<file path="src/rtl/compare_5b.sv">
// Registered magnitude comparator: one-hot equal / A-greater / B-greater flags,
// unsigned or two's-complement, one clock of latency.
module compare_5b #(
  parameter int WIDTH  = 5,
  parameter int SIGNED = 0
) (
  input  logic             clk,
  input  logic             rst_n,
  input  logic [WIDTH-1:0] A,
  input  logic [WIDTH-1:0] B,
  output logic             S,
  output logic             Ab,
  output logic             Bb
);

  logic w_eq;
  logic w_a_gt;
  logic w_b_gt;
  logic w_decided;

  // MSB-first scan: the first differing bit decides. In signed mode the sign
  // bit has inverted weight, so a 0 there marks the larger operand.
  always_comb begin
    w_eq      = (A == B);
    w_a_gt    = 1'b0;
    w_b_gt    = 1'b0;
    w_decided = 1'b0;
    for (int i = WIDTH - 1; i >= 0; i--) begin
      if (!w_decided && (A[i] != B[i])) begin
        w_decided = 1'b1;
        if ((SIGNED != 0) && (i == WIDTH - 1)) begin
          w_a_gt = B[i];
          w_b_gt = A[i];
        end else begin
          w_a_gt = A[i];
          w_b_gt = B[i];
        end
      end
    end
  end

  // All-zero after reset means "no valid result yet"; one-hot from the first
  // edge with rst_n released.
  always_ff @(posedge clk or negedge rst_n) begin
    if (!rst_n) begin
      S  <= 1'b0;
      Ab <= 1'b0;
      Bb <= 1'b0;
    end else begin
      S  <= w_eq;
      Ab <= w_a_gt;
      Bb <= w_b_gt;
    end
  end

endmodule

</file>
<file path="config.mk">
export PLATFORM = sky130hd
export DESIGN_NAME = compare_5b
export DESIGN_NICKNAME = d
export VERILOG_FILES = /design/src/rtl/compare_5b.sv
export SDC_FILE = /design/constraint.sdc
export NUM_CORES = 1
export LEC_CHECK = 0
export ABC_CLOCK_PERIOD_IN_PS = 800
export CORE_AREA = 2 2 39 41
export CTS_BUF_LIST = sky130_fd_sc_hd__clkbuf_4 sky130_fd_sc_hd__clkbuf_8
export CTS_CLUSTER_DIAMETER = 150
export DETAILED_ROUTE_END_ITERATION = 8
export DIE_AREA = 0 0 41 43
export GPL_ROUTABILITY_DRIVEN = 0
export GPL_TIMING_DRIVEN = 0
export PLACE_DENSITY_LB_ADDON = 0.1
export SYNTH_ARGS = -nofsm -noshare
export SYNTH_HDL_FRONTEND = slang
export SYNTH_SLANG_ARGS = --single-unit
</file>
<file path="constraint.sdc">
create_clock -name clk -period 0.8 [get_ports clk]
set_clock_uncertainty 0.15 [all_clocks]
set_input_delay 0.2 -clock clk [delete_from_list [all_inputs] [get_ports clk]]
set_output_delay 0.2 -clock clk [all_outputs]
set_load 0.005 [all_outputs]
</file>
==> summary.txt <==
Floorplanning
  • Die area: 1760 um^2
  • Initial Util: 25.9%
  • Horiz. Die Dim: approximately 41 um
  • Die H: 43 um
  • Core Box Area: ~1400 um^2
  • Std cell rows: 14
  • IO Count: 15

STA
  • Final Hold Vio Count: 1
  • Fin crit share: 168%
  • Final setup margin: -0.541 ns
  • Fin. max-slew vios: 0
  • Maximum clock rate: 746 MHz
  • Crit path time final: 1.34 ns
  • Hold slack: -0.00113 ns
  • Final setup vio count: 6
  • Setup_tns: -2.13 ns
  • RSZ-0062 raised after global routing: yes
  • Slew @ Worst Pin: 0.337 ns
  • Max_slew headroom: 77.5%

Synth
  • Ys Warns: 0
  • Number of synthesized register bits: 3
  • Netlist cell types: 23
  • Syn nets: 60
  • Synth Area per Inst: 7.81 um^2
  • Mapped cell area: 359 um^2
  • Register area share after synthesis: a little over a fifth
  • Synth Instances: 46

Clock tree
  • CTS buffer count: 3
  • Clock Sinks: 3
  • Clock buffer depth: 2
  • Hold Buf Count CTS: 0
  • Clock root buffer: clkbuf_4
  • CTS tree: built
  • Worst-path clk slew: about 0.040 ns
  • H-tree depth: 1

Routing
  • Vias: 431
  • Drt initial violations: 9
  • WL/cell: 11.8 um
  • Final WL: 994 um
  • DR pass1 iterations: 4
  • Via density: 5.13
  • Routed Antenna Nets: 0
  • Residual DRC: 0

Layout
  • FILL cells: 152
  • Layout area overhead: 82.6%
  • Commonest cells after routing, fill and taps aside: nand2_1 (9), dlygate4sd2_1 (7), inv_1 (5)
  • Final nets: 83
  • N_diodes: 0
  • Commonest non-fill, non-tap cell in the layout: nand2_1
  • Share of cells above drive strength 1: 42.6%

Power and ir drop
  • Pwr/cell area: 1230 nW/um^2
  • Lkg Pwr: around 0.31 nW
  • Peak VDD IR: 0.649 mV

Setup path
  • Req. time, crit path: 0.77 ns
  • Crit Path Max Fanout: 4
  • Levels on crit path: 9
  • Setup Crit Path Kind: in2reg
  • Cell family with most CP delay: compound AO/OA/AOI/OAI gates
  • Worst path bufs/invs: 3
  • Start point of the critical path: A[4]
  • CP Cell Sequence: buf_8 -> inv_4 -> ha_4 -> buf_6 -> nor2b_2 -> a311oi_2 -> nand3_1 -> a21oi_2 -> nand2_1
  • CP Capture Type: flop
  • Crit path max-delay cell type: ha_4
  • Crit path capture: Bb
  • Arrival time at the worst endpoint: 1.31 ns
  • CP max stage delay: 0.27 ns
  • CP startpoint kind: input pin

Global routing
  • Global route overflow: 0
  • First-pass GRT wire length: around 1500 um
  • Largest net degree at the start of global routing: 6
  • Antenna violations before repair: 0
  • Total Routing Usage GR: 12.5%
  • Vias in the first global route: 384

Place
  • DP HPWL: 659 um
  • Number of port buffers: 14

Outcome
  • Outcome: finished with violations
  • Failing checks: hold timing, setup timing

Worst hold path
  • Hold WC Path Type: in2async

Flow run
  • Max Cap Viol: 0
-- synthesized netlist by cell type --
cell      n  area [um^2]
nand2b_1  1         6.26
a21oi_1   2         10.0
ha_1      2         25.0
and4bb_1  1         12.5
nor2_1    1         3.75
nor2b_1   4         25.0
o31ai_1   1         7.51
nand3_1   2         10.0
o221ai_1  1         8.76
o2111a_1  1         11.3
nor4_1    1         6.26
a31oi_1   2         12.5
nand4b_2  1         15.0
o221ai_2  1         15.0
a311oi_2  1         15.0
inv_1     7         26.3
xnor2_1   1         8.76
dfrtp_1   3         75.1
and2b_1   1         7.51
nand2_1   9         33.8
o211ai_1  1         7.51
and3b_1   1         8.76
nand3b_1  1         7.51
-- area by class of cell --
| cell class | instances | area [um^2] | area share [%] |
|---|---|---|---|
| Clock buffer | 4 | 30.0 | 4.58 |
| Inverter | 7 | 28.8 | 4.39 |
| Multi-Input combinational cell | 36 | 339 | 51.7 |
| Sequential cell | 3 | 75.1 | 11.5 |
| Tap cell | 16 | 20.0 | 3.05 |
| Timing Repair Buffer | 18 | 163 | 24.8 |
-- logic make-up (layout without fill, tap and decap cells) --
kind of cell / count (synthesis) / after routing / share of synthesized area, %
buffers and inverters: 7 / 29 / 7.32
XOR/XNOR: 1 / 1 / 2.44
AO/OA/AOI/OAI: 10 / 10 / 24.4
flip-flops: 3 / 3 / 20.9
AND/OR/NAND/NOR: 23 / 23 / 38.0
adder cells (fa/ha/maj): 2 / 2 / 6.97
-- registers in the layout, indices dropped and copies added (netlist names) --
signal  cells
S           1
Ab          1
Bb          1
-- worst min-delay path by stage --
stage | start | end | cells after the start
2_1_floorplan | rst_n | Ab | 0
3_3_place_gp | rst_n | S | 1
3_5_place_dp | rst_n | S | 1
4_1_cts | rst_n | Bb | 1
5_1_grt | rst_n | Bb | 1
6_report | rst_n | Bb | 1
-- per-layer routing --
layer,track usage (%),wire length (um)
met5,0,0
met4,6.00,35
met3,3.14,70
met2,22.8,540
met1,11.9,348
-- repair_timing --
action                     4_1_cts  5_1_grt
setup buffers                    3        1
pin swaps                       11        8
gates resized for setup         39       14
setup endpoints to repair        6        6
-- report_power, final --
part           total (mW)  internal (mW)  switching (mW)
combinational       0.330          0.174           0.155
sequential          0.177          0.173         0.00366
clock               0.297          0.220          0.0768
-- stage by stage --
step	worst slack [ns]	instances	utilization (%)	total power, mW	cell area (um^2)
3_3_place_gp	-1.26	76	38.6	0.456	534
4_1_cts	-0.591	83	42.9	0.764	594
5_1_grt	-0.618	84	47.4	0.864	656
2_1_floorplan	-0.578	46	-	0.316	374
3_5_place_dp	-1.27	76	38.6	0.456	534
6_report	-0.541	84	47.4	0.804	656
(Power assumes the default switching activity.)
